===== src/rtl/morse_code_player_pkg.sv =====
// rtl/morse_code_player_pkg.sv - shared states, timing multipliers and Morse pattern table
package morse_code_player_pkg;

  typedef enum logic [2:0] {
    ST_IDLE, ST_LOAD, ST_ELEM_ON, ST_ELEM_GAP, ST_CHAR_GAP, ST_WORD_GAP
  } player_state_e;

  typedef enum logic [2:0] {
    RX_IDLE, RX_START, RX_DATA, RX_STOP, RX_WAIT_HIGH
  } rx_state_e;

  localparam int DOT_UNITS      = 1;
  localparam int DASH_UNITS     = 3;
  localparam int CHAR_GAP_UNITS = 3;
  localparam int WORD_GAP_UNITS = 7;

  localparam logic [7:0] ASCII_SPACE = 8'h20;

  // {len[2:0], bits[4:0]}, elements left-aligned MSB-first, 1 = dash; len 0 = ignored byte.
  function automatic logic [7:0] morse_lookup(input logic [7:0] ch);
    logic [7:0] c;
    c = (ch >= 8'h61 && ch <= 8'h7a) ? ch - 8'h20 : ch;
    case (c)
      "A": return {3'd2, 5'b01000};  "B": return {3'd4, 5'b10000};
      "C": return {3'd4, 5'b10100};  "D": return {3'd3, 5'b10000};
      "E": return {3'd1, 5'b00000};  "F": return {3'd4, 5'b00100};
      "G": return {3'd3, 5'b11000};  "H": return {3'd4, 5'b00000};
      "I": return {3'd2, 5'b00000};  "J": return {3'd4, 5'b01110};
      "K": return {3'd3, 5'b10100};  "L": return {3'd4, 5'b01000};
      "M": return {3'd2, 5'b11000};  "N": return {3'd2, 5'b10000};
      "O": return {3'd3, 5'b11100};  "P": return {3'd4, 5'b01100};
      "Q": return {3'd4, 5'b11010};  "R": return {3'd3, 5'b01000};
      "S": return {3'd3, 5'b00000};  "T": return {3'd1, 5'b10000};
      "U": return {3'd3, 5'b00100};  "V": return {3'd4, 5'b00010};
      "W": return {3'd3, 5'b01100};  "X": return {3'd4, 5'b10010};
      "Y": return {3'd4, 5'b10110};  "Z": return {3'd4, 5'b11000};
      "0": return {3'd5, 5'b11111};  "1": return {3'd5, 5'b01111};
      "2": return {3'd5, 5'b00111};  "3": return {3'd5, 5'b00011};
      "4": return {3'd5, 5'b00001};  "5": return {3'd5, 5'b00000};
      "6": return {3'd5, 5'b10000};  "7": return {3'd5, 5'b11000};
      "8": return {3'd5, 5'b11100};  "9": return {3'd5, 5'b11110};
      default: return 8'h00;
    endcase
  endfunction

endpackage


===== src/rtl/uart_receiver.sv =====
// rtl/uart_receiver.sv - 8N1 UART receiver, mid-bit sampling, LSB first
module uart_receiver
  import morse_code_player_pkg::*;
#(
  parameter int CLKS_PER_BIT = 10416
) (
  input  logic       clk,
  input  logic       Reset,
  input  logic       RxD,
  output logic [7:0] rx_data,
  output logic       rx_valid,
  output logic       rx_error
);

  localparam int CW = $clog2(CLKS_PER_BIT);
  localparam logic [CW-1:0] BIT_LAST  = CW'(CLKS_PER_BIT - 1);
  localparam logic [CW-1:0] HALF_LAST = CW'(CLKS_PER_BIT / 2 - 1);

  rx_state_e     state_q, state_d;
  logic          rxd_meta_q, rxd_meta_d, rxd_sync_q, rxd_sync_d;
  logic [CW-1:0] cnt_q, cnt_d;
  logic [7:0]    shift_q, shift_d;
  logic [2:0]    bit_idx_q, bit_idx_d;

  always_ff @(posedge clk) begin
    if (Reset) begin
      state_q    <= RX_IDLE;
      rxd_meta_q <= 1'b1;
      rxd_sync_q <= 1'b1;
      cnt_q      <= '0;
      shift_q    <= '0;
      bit_idx_q  <= '0;
    end else begin
      state_q    <= state_d;
      rxd_meta_q <= rxd_meta_d;
      rxd_sync_q <= rxd_sync_d;
      cnt_q      <= cnt_d;
      shift_q    <= shift_d;
      bit_idx_q  <= bit_idx_d;
    end
  end

  always_comb begin
    state_d    = state_q;
    rxd_meta_d = RxD;
    rxd_sync_d = rxd_meta_q;
    cnt_d      = cnt_q;
    shift_d    = shift_q;
    bit_idx_d  = bit_idx_q;
    rx_valid   = 1'b0;
    rx_error   = 1'b0;
    case (state_q)
      RX_IDLE: begin
        cnt_d = '0;
        if (!rxd_sync_q) state_d = RX_START;
      end
      RX_START: begin
        if (cnt_q == HALF_LAST) begin
          cnt_d     = '0;
          bit_idx_d = '0;
          state_d   = rxd_sync_q ? RX_IDLE : RX_DATA;
        end else begin
          cnt_d = cnt_q + CW'(1);
        end
      end
      RX_DATA: begin
        if (cnt_q == BIT_LAST) begin
          cnt_d     = '0;
          shift_d   = {rxd_sync_q, shift_q[7:1]};
          bit_idx_d = bit_idx_q + 3'd1;
          if (bit_idx_q == 3'd7) state_d = RX_STOP;
        end else begin
          cnt_d = cnt_q + CW'(1);
        end
      end
      RX_STOP: begin
        if (cnt_q == BIT_LAST) begin
          cnt_d    = '0;
          rx_valid = rxd_sync_q;
          rx_error = !rxd_sync_q;
          state_d  = rxd_sync_q ? RX_IDLE : RX_WAIT_HIGH;
        end else begin
          cnt_d = cnt_q + CW'(1);
        end
      end
      RX_WAIT_HIGH: if (rxd_sync_q) state_d = RX_IDLE;
      default: state_d = RX_IDLE;
    endcase
  end

  assign rx_data = shift_q;

endmodule


===== src/rtl/morse_code_player.sv =====
// rtl/morse_code_player.sv - UART bytes into a small FIFO, played back as timed Morse on the buzzers
module morse_code_player
  import morse_code_player_pkg::*;
#(
  parameter int CLKS_PER_BIT = 10416,
  parameter int UNIT_CLKS    = 10000000,
  parameter int FIFO_DEPTH   = 4
) (
  input  logic clk,
  input  logic Reset,
  input  logic RxD,
  output logic dot_buzzer,
  output logic dash_buzzer,
  output logic busy,
  output logic char_done,
  output logic rx_error,
  output logic overflow
);

  localparam int AW = $clog2(FIFO_DEPTH);
  localparam logic [31:0] DOT_LAST   = 32'(UNIT_CLKS * DOT_UNITS - 1);
  localparam logic [31:0] DASH_LAST  = 32'(UNIT_CLKS * DASH_UNITS - 1);
  localparam logic [31:0] CHAR_LAST  = 32'(UNIT_CLKS * CHAR_GAP_UNITS - 1);
  localparam logic [31:0] WORD_LAST  = 32'(UNIT_CLKS * WORD_GAP_UNITS - 1);
  localparam logic [AW:0] CNT_ONE    = (AW+1)'(1);

  logic [7:0] rx_data;
  logic       rx_valid;

  uart_receiver #(.CLKS_PER_BIT(CLKS_PER_BIT)) u_rx (
    .clk      (clk),
    .Reset    (Reset),
    .RxD      (RxD),
    .rx_data  (rx_data),
    .rx_valid (rx_valid),
    .rx_error (rx_error)
  );

  logic [7:0]    fifo_mem_q [FIFO_DEPTH];
  logic [AW-1:0] wr_idx_q, wr_idx_d, rd_idx_q, rd_idx_d;
  logic [AW:0]   count_q, count_d;
  logic          fifo_empty, fifo_full, push, pop;
  logic [7:0]    fifo_head;

  player_state_e state_q, state_d;
  logic [2:0]    len_q, len_d;
  logic [4:0]    bits_q, bits_d;
  logic          space_q, space_d;
  logic [31:0]   cnt_q, cnt_d, elem_last;

  assign fifo_empty = (count_q == '0);
  assign fifo_full  = (count_q == (AW+1)'(FIFO_DEPTH));
  assign fifo_head  = fifo_mem_q[rd_idx_q];

  always_ff @(posedge clk) begin
    if (Reset) begin
      wr_idx_q <= '0;
      rd_idx_q <= '0;
      count_q  <= '0;
      state_q  <= ST_IDLE;
      len_q    <= '0;
      bits_q   <= '0;
      space_q  <= 1'b0;
      cnt_q    <= '0;
    end else begin
      wr_idx_q <= wr_idx_d;
      rd_idx_q <= rd_idx_d;
      count_q  <= count_d;
      state_q  <= state_d;
      len_q    <= len_d;
      bits_q   <= bits_d;
      space_q  <= space_d;
      cnt_q    <= cnt_d;
    end
  end

  always_ff @(posedge clk) begin
    if (push) fifo_mem_q[wr_idx_q] <= rx_data;
  end

  // A pop in the same cycle frees a slot, so a full FIFO still accepts the byte.
  always_comb begin
    push     = rx_valid && (!fifo_full || pop);
    overflow = rx_valid && fifo_full && !pop;
    wr_idx_d = wr_idx_q + AW'(push);
    rd_idx_d = rd_idx_q + AW'(pop);
    count_d  = count_q;
    if (push && !pop)      count_d = count_q + CNT_ONE;
    else if (pop && !push) count_d = count_q - CNT_ONE;
  end

  // The pattern is captured at pop time because the head moves on once popped.
  always_comb begin
    state_d   = state_q;
    len_d     = len_q;
    bits_d    = bits_q;
    space_d   = space_q;
    cnt_d     = cnt_q;
    pop       = 1'b0;
    char_done = 1'b0;
    elem_last = bits_q[4] ? DASH_LAST : DOT_LAST;
    case (state_q)
      ST_IDLE: begin
        if (!fifo_empty) begin
          pop             = 1'b1;
          {len_d, bits_d} = morse_lookup(fifo_head);
          space_d         = (fifo_head == ASCII_SPACE);
          state_d         = ST_LOAD;
        end
      end
      ST_LOAD: begin
        cnt_d = '0;
        if (space_q)            state_d = ST_WORD_GAP;
        else if (len_q == 3'd0) state_d = ST_IDLE;
        else                    state_d = ST_ELEM_ON;
      end
      ST_ELEM_ON: begin
        if (cnt_q == elem_last) begin
          cnt_d   = '0;
          bits_d  = bits_q << 1;
          len_d   = len_q - 3'd1;
          state_d = (len_q > 3'd1) ? ST_ELEM_GAP : ST_CHAR_GAP;
        end else begin
          cnt_d = cnt_q + 32'd1;
        end
      end
      ST_ELEM_GAP: begin
        if (cnt_q == DOT_LAST) begin
          cnt_d   = '0;
          state_d = ST_ELEM_ON;
        end else begin
          cnt_d = cnt_q + 32'd1;
        end
      end
      ST_CHAR_GAP, ST_WORD_GAP: begin
        if (cnt_q == ((state_q == ST_CHAR_GAP) ? CHAR_LAST : WORD_LAST)) begin
          cnt_d     = '0;
          char_done = 1'b1;
          state_d   = ST_IDLE;
        end else begin
          cnt_d = cnt_q + 32'd1;
        end
      end
      default: state_d = ST_IDLE;
    endcase
  end

  assign dot_buzzer  = (state_q == ST_ELEM_ON) && !bits_q[4];
  assign dash_buzzer = (state_q == ST_ELEM_ON) &&  bits_q[4];
  assign busy        = !fifo_empty || (state_q != ST_IDLE);

endmodule


===== config.mk =====
export PLATFORM = sky130hd
export DESIGN_NAME = morse_code_player
export DESIGN_NICKNAME = d
export VERILOG_FILES = /design/src/rtl/morse_code_player_pkg.sv /design/src/rtl/uart_receiver.sv /design/src/rtl/morse_code_player.sv
export SDC_FILE = /design/constraint.sdc
export NUM_CORES = 1
export LEC_CHECK = 0
export BUFFER_PORTS_ARGS = -buffer_cell sky130_fd_sc_hd__buf_4
export CELL_PAD_IN_SITES_DETAIL_PLACEMENT = 1
export CELL_PAD_IN_SITES_GLOBAL_PLACEMENT = 1
export CORE_UTILIZATION = 49
export CTS_CLUSTER_DIAMETER = 200
export DETAILED_ROUTE_END_ITERATION = 10
export HOLD_SLACK_MARGIN = 0.02
export PLACE_DENSITY = 0.85
export SYNTH_ARGS = -nofsm -noshare
export SYNTH_HDL_FRONTEND = slang
export SYNTH_SLANG_ARGS = --single-unit

===== constraint.sdc =====
create_clock -name clk -period 3.8 [get_ports clk]
set_input_delay 0.76 -clock clk [delete_from_list [all_inputs] [get_ports clk]]
set_output_delay 0.76 -clock clk [all_outputs]
set_load 0.01 [all_outputs]

==> results of run 1 <==
## worst register-to-register path: cells and delay by family, from the launching register on
family,cells,cell delay (ns)
adders and majority gates,3,0.81
AOI/OAI and AO/OA,1,0.18
and+or+nand+nor,6,1.59
buffers and inverters,2,0.25
xor gates and xnor gates,1,0.17
DFF,1,0.37
## routing by layer
layer	share of wire [%]	routed length, um	GRT usage, %
met2	52	8910	49.3
met1	43	7400	34.1
met3	3.4	575	5.69
met4	1.4	232	12.9
met5	0	0	0
## cell families after synthesis
| logic type | count (synthesis) | synth area share (%) |
|---|---|---|
| AND/OR/NAND/NOR | 270 | 23.6 |
| AO/OA/AOI/OAI | 189 | 19.1 |
| flip-flops | 113 | 42.4 |
| buffers and inverters | 59 | 3.92 |
| multiplexers | 19 | 5.05 |
| adder cells (fa/ha/maj) | 19 | 4.02 |
| XOR/XNOR | 14 | 2.01 |
## where the power goes
part / switching (mW) / internal [mW] / total, mW
clock: 0.577 / 0.910 / 1.49
sequential: 0.0833 / 1.29 / 1.37
combinational: 0.886 / 0.478 / 1.36
## final cells by class
| cell class | count | area [um^2] | area share (%) |
|---|---|---|---|
| Inverter | 20 | 75.1 | 1.10 |
| Tap cell | 168 | 210 | 3.09 |
| Sequential cell | 113 | 2580 | 37.9 |
| Timing Repair Buffer | 15 | 113 | 1.65 |
| Clock buffer | 19 | 443 | 6.50 |
| Clock inverter | 13 | 115 | 1.69 |
| Multi-Input combinational cell | 511 | 3270 | 48.0 |
## synthesized netlist by cell type (all sizes together) (3+ instances only)
master	n	area share, %
nand4b	3	0.43
nor4bb	6	0.99
a311oi	10	1.5
o22ai	6	0.62
dfxtp	81	27
nand2b	5	0.51
or2	4	0.41
nor2b	10	1.0
nor4	6	0.72
and4	4	0.57
a22oi	7	0.86
ha	18	3.7
nand3	23	1.9
xor2	8	1.1
nor2	62	3.8
nand2	61	3.8
a41oi	3	0.43
a21oi	80	6.6
o21ai	42	3.7
nor3b	6	0.74
nand4	12	1.2
a211oi	11	1.4
nand3b	13	1.6
nor3	13	1.1
and3	7	0.72
inv	19	1.2
edfxtp	32	16
o31ai	3	0.37
nor4b	3	0.43
buf	5	0.60
mux2i	9	1.5
a21boi	8	0.99
or4	5	0.74
and2	7	0.72
a31o	3	0.43
or3	18	1.8
clkbuf	34	2.1
xnor2	6	0.86
mux4	8	3.2
## how the worst max path moves through the flow
stage	end	slack, ns
2_1_floorplan	bits_q[3]	0.63
3_3_place_gp	bits_q[3]	0.73
3_5_place_dp	count_q[2]	0.39
4_1_cts	count_q[2]	0.32
5_1_grt	count_q[2]	0.08
6_report	count_q[2]	0.34
## per-stage QoR
step                      area [um^2]  setup WS, ns  utilization (%)  instances
after floorplan                  6090         0.629                -        683
after global placement           6250         0.732             51.8        827
after detailed placement         6250         0.394             51.8        827
after CTS                        6810         0.324             56.5        859
after global routing             6810        0.0837             56.5        859
final                            6810         0.342             56.5        859
## registers in the layout, summed over array words and instances (netlist names)
signal / count
cnt_q: 32
fifo_mem_q: 32
u_rx.cnt_q: 14
u_rx.rx_data: 8
bits_q: 5
count_q: 3
len_q: 3
state_q: 3
u_rx.bit_idx_q: 3
u_rx.state_q: 3
rd_idx_q: 2
wr_idx_q: 2
space_q: 1
u_rx.rxd_meta_q: 1
u_rx.rxd_sync_q: 1
==> key figures, run 1 <==
Worst setup path
  – Crit path largest cell delay: 0.41 ns
  – R2R cell count: 13
  – Critical R2R Launch: u_rx.cnt_q[0]
  – CP startpoint kind: register
  – Reg2Reg Capture Point: count_q[2]
  – Crit path max-delay family: simple AND/OR/NAND/NOR gates
  – WS Path Type: reg2reg
  – Crit path cell chain: ha_1, nor3b_1, and4_1, nand2_1, nor3b_1, nand3_1, inv_1, ha_1, inv_1, fa_1, xor2_1, or3_1, a21oi_1
  – Crit. Startpoint: u_rx.cnt_q[0]
  – Worst Setup End Kind: register
  – Critical path arrival: 3.79 ns
  – Required @ worst endpoint: 4.14 ns
  – CP max-delay cell: nor3b_1
  – Crit path depth: 13
  – Buffer and inverter count on the worst path: 2
  – CP Max Fanout: 4
  – Flop2flop setup slack: 0.34 ns

Layout
  – Most common cell after layout, fill and taps aside: dfxtp_1
  – Antenna cell count: 0
  – Area delta synth->final: 11.8%
  – Most frequent cells in the layout: dfxtp_1, a21oi_1, nor2_1
  – Nets: 700
  – Layout cells sized above 1: 9.55%
  – Fill cells: 1,380

Clock tree
  – CTS tree: done
  – Cts hold-fix bufs: 0
  – Worst skew pair latency: 0.43 ns
  – CTS sink cnt: 113
  – Longest Clk Path Bufs: 2
  – Clock-pin slew on the worst setup and hold paths: 0.06 ns
  – Number of gates resized after CTS: 0
  – Post-CTS Setup Bufs: 0
  – CTS Buf Count: 17
  – H-tree depth: 4
  – Clk root buf: clkbuf_16

Min path
  – Hold Path Origin: u_rx.rxd_meta_q
  – Worst hold stages: 1
  – Worst hold path class: reg2reg
  – WHS Endpoint: u_rx.rxd_sync_q

Logic synthesis
  – Mapped Nets: 705
  – Netlist cell types: 63
  – EDFF count, synth: 32
  – Primary FF master, synth: dfxtp_1
  – Avg Cell Area, Syn: 8.92 um^2
  – Cell Area, Synth: 0.00609 mm^2
  – Async S/R FF share, synth: 0%
  – Sequential-to-total area share from yosys stat: 42.4%
  – Synth Register Bits: 113
  – Post-synthesis cell count: 683
  – Yosys Warn Count: 0

Floorplan
  – Num rows: 40
  – Io pins: 9
  – Height of the die: 114 um
  – Die X: 114 um
  – Initial Util: 50.5%
  – Placeable Area: 0.0121 mm^2
  – Die ar.: 0.0129 mm^2

Routing
  – Via count: 5,304
  – 1st-iter DRT viols: 339
  – Pre-Repair DR Iteration Count: 4
  – Post-route DRC: 0
  – Vias per cell: 6.17
  – Post-route ant nets: 0
  – WL final: 17,100 um
  – WL/cell: 19.9 um

STA
  – Unrepaired setup endpoints after global routing: no
  – Clock skew: 0.0108 ns
  – Clock period minus worst slack: 3.46 ns
  – Slew Limit Fails: 0
  – Setup total negative slack: 0 ns
  – Slew margin rel.: 27.4%
  – Final Hold Vio Count: 0
  – Hold_ws: 0.428 ns
  – Final setup vio count: 0
  – Tightest Pin Transition: 1.09 ns
  – Final period util: 91.0%
  – FMAX: 289 MHz

Pwr
  – Final Power: 4.23 mW
  – Leak Pwr: 2.27 nW
  – PwrDens: 620 mW/mm^2
  – Maximum vdd drop: 358 uV

Global route
  – Vias in the first global route: 5,669
  – Maximum number of pins on one net before global-route repair: 75
  – Initial antenna violation count: 0
  – GRT Total Usage: 28.4%
  – Total grt overflow: 0
  – First-pass GRT wire length: 28,500 um

Placement
  – RePlAce Congestion: 0.869
  – DP HPWL: 11,400 um
  – Port bufs: 8

Flow run
  – Max cap viols: 0

Outcome
  – Status: complete, no violations
Note: power is estimated with default switching activity, not from simulation.
==> run 2, diff against run 1 <==
- GPL_ROUTABILITY_DRIVEN: unset -> 0
- PLACE_DENSITY: 0.85 -> 0.88
==> run 2 against run 1 <==
  * Worst hold slack lost 0.021 ns
  * Die area unchanged
  * Global-route usage is 0.59 points higher
  * Register-to-register slack improved by 0.11 ns
  * Worst setup slack gained 0.11 ns
  * Clock skew down 0.00074 ns
  * First-iteration DRC count rose by 12%
  * Core utilization grew 0.27 points
  * Sequential power hardly changed
  * Total power is 2.5% higher
  * Critical path type unchanged
  * Final area rose by 0.48%
  * Sequential share of layout area is 0.18 points lower
==> key figures, run 2 (synthesis gave the netlist of run 1 again) <==
Outcome
  – Status: complete, no violations

Min path
  – Hold Path Origin: u_rx.rxd_meta_q
  – Worst hold path class: reg2reg
  – Worst hold stages: 1 (unchanged)
  – WHS Endpoint: u_rx.rxd_sync_q

Worst setup path
  – Critical R2R Launch: u_rx.cnt_q[0]
  – Crit path max-delay family: simple AND/OR/NAND/NOR gates
  – WS Path Type: reg2reg
  – Flop2flop setup slack: 0.46 ns (+0.11 ns)
  – Required @ worst endpoint: 4.14 ns (about the same)
  – Crit path largest cell delay: 0.39 ns (-0.02 ns)
  – CP Max Fanout: 4 (unchanged)
  – R2R cell count: 13 (unchanged)
  – Critical path arrival: 3.68 ns (-0.11 ns)
  – Buffer and inverter count on the worst path: 2 (unchanged)
  – Reg2Reg Capture Point: count_q[2]
  – CP startpoint kind: register
  – Crit path cell chain: ha_1, nor3b_1, and4_1, nand2_1, nor3b_1, nand3_1, inv_1, ha_1, inv_1, fa_1, xor2_1, or3_1, a21oi_1
  – CP max-delay cell: fa_1
  – Worst Setup End Kind: register

Routing
  – 1st-iter DRT viols: 378 (+12%)
  – WL final: 17,400 um (+1.6%)
  – WL/cell: 20.2 um (+1.5%)
  – Vias per cell: 6.22 (+0.81%)
  – Pre-Repair DR Iteration Count: 4 (unchanged)
  – Post-route ant nets: 0 (unchanged)
  – Via count: 5,353 (+0.92%)
  – Post-route DRC: 0 (unchanged)

Floorplan
  – Io pins: 9 (unchanged)
  – Height of the die: 114 um (unchanged)
  – Initial Util: 50.5% (unchanged)
  – Die X: 114 um (unchanged)
  – Placeable Area: 0.0121 mm^2 (unchanged)
  – Num rows: 40 (unchanged)
  – Die ar.: 0.0129 mm^2 (unchanged)

Global route
  – Maximum number of pins on one net before global-route repair: 75 (unchanged)
  – Total grt overflow: 0 (unchanged)
  – Vias in the first global route: 5,669 (unchanged)
  – Initial antenna violation count: 0 (unchanged)
  – First-pass GRT wire length: 28,900 um (+1.4%)
  – GRT Total Usage: 29.0% (+0.59 points)

STA
  – Setup total negative slack: 0 ns (unchanged)
  – Final Hold Vio Count: 0 (unchanged)
  – FMAX: 299 MHz (+3.4%)
  – Unrepaired setup endpoints after global routing: no
  – Clock skew: 0.0101 ns (-0.000741 ns)
  – Final setup vio count: 0 (unchanged)
  – Slew margin rel.: 31.1% (+3.7 points)
  – Final period util: 88.0% (-3.0 points)
  – Slew Limit Fails: 0 (unchanged)
  – Clock period minus worst slack: 3.34 ns (-0.114 ns)
  – Tightest Pin Transition: 1.03 ns (-0.0561 ns)

Placement
  – Placed cell areas: 0.00626 mm^2 (+0.12%)
  – DP HPWL: 11,400 um (-0.35%)
  – Port bufs: 8 (unchanged)

Clock tree
  – Clock-pin slew on the worst setup and hold paths: 0.06 ns (about the same)
  – H-tree depth: 4 (unchanged)
  – Cts hold-fix bufs: 0 (unchanged)
  – Number of gates resized after CTS: 0 (unchanged)
  – Worst skew pair latency: 0.42 ns (about the same)
  – CTS Buf Count: 17 (unchanged)
  – Longest Clk Path Bufs: 2 (unchanged)
  – Post-CTS Setup Bufs: 0 (unchanged)
  – CTS tree: done
  – CTS sink cnt: 113 (unchanged)
  – Clk root buf: clkbuf_16

Layout
  – Largest registers: cnt_q (32), fifo_mem_q (32), u_rx.cnt_q (14)
  – Antenna cell count: 0 (unchanged)
  – Layout cells sized above 1: 9.97% (+0.42 points)
  – Final non-filler cell area: 0.00684 mm^2 (+0.48%)
  – Nets: 701 (+0.14%)
  – Core Util, Final: 56.7% (+0.27 points)
  – Most frequent cells in the layout: dfxtp_1, a21oi_1, nor2_1
  – Area delta synth->final: 12.3%
  – Most common cell after layout, fill and taps aside: dfxtp_1

Pwr
  – Maximum vdd drop: 353 uV (-1.4%)
  – Leak Pwr: 2.31 nW (+1.5%)
  – PwrDens: 633 mW/mm^2 (+2.0%)

Flow run
  – Max cap viols: 0 (unchanged)
==> run 2: cell count changes in the layout (fill, tap and decap cells not counted), sizes merged <==
cell	before	now
buf	15	16
bufinv	1	2
clkbuf	19	18
clkinv	8	7
clkinvlp	5	1
inv	19	24
==> run 2: final cells by class <==
cell class	count	area (um^2)
well taps	168	210
clock inverters	14	154
flip-flops and latches	113	2580
inverters	20	75.1
multi-input cells	511	3270
clock buffers	18	429
fillers	1421	5220
repair buffers	16	120
==> run 2: power by group <==
group | internal (mW) | switching [mW] | leakage (nW)
clock | 0.972 | 0.603 | 0.286
sequential | 1.29 | 0.0837 | 0.952
combinational | 0.478 | 0.905 | 1.07
==> run 2: worst max-delay path by stage <==
stage                  startpoint          to  slack [ns]  depth (start not counted)
finish              u_rx.cnt_q[0]  count_q[2]        0.46                         13
global placement    u_rx.cnt_q[0]  count_q[2]        0.74                         13
global route        u_rx.cnt_q[0]  count_q[2]        0.24                         13
floorplan             rd_idx_q[1]   bits_q[3]        0.63                         11
detailed placement  u_rx.cnt_q[0]  count_q[2]        0.47                         13
CTS                 u_rx.cnt_q[0]  count_q[2]        0.46                         13
==> run 2: layer usage <==
layer	vias up	GRT usage [%]	wire length (um)	share of wire (%)
li1	2527	-	-	-
met2	118	50.5	8930	51
met4	0	12.4	466	2.7
met1	2663	34.6	7350	42
met5	-	0	0	0
met3	45	6.27	645	3.7
==> run 2: stage by stage <==
stage | std cells | setup WS [ns] | total power, mW | hold WS [ns]
3_3_place_gp | 828 | 0.744 | 2.63 | 0.393
4_1_cts | 860 | 0.458 | 4.34 | 0.407
5_1_grt | 860 | 0.237 | 4.55 | 0.407
6_report | 860 | 0.457 | 4.33 | 0.407
3_5_place_dp | 828 | 0.471 | 2.73 | 0.398
2_1_floorplan | 683 | 0.629 | 2.37 | 0.389
==> run 2: worst reg2reg max path: cells and delay by family, from the launching register on <==
family                     cells  cell delay (ns)
buffers and inverters          2             0.23
xor gates and xnor gates       1             0.17
adders and majority gates      3             0.79
and+or+nand+nor                6             1.51
AOI/OAI and AO/OA              1             0.17
DFF                            1             0.38
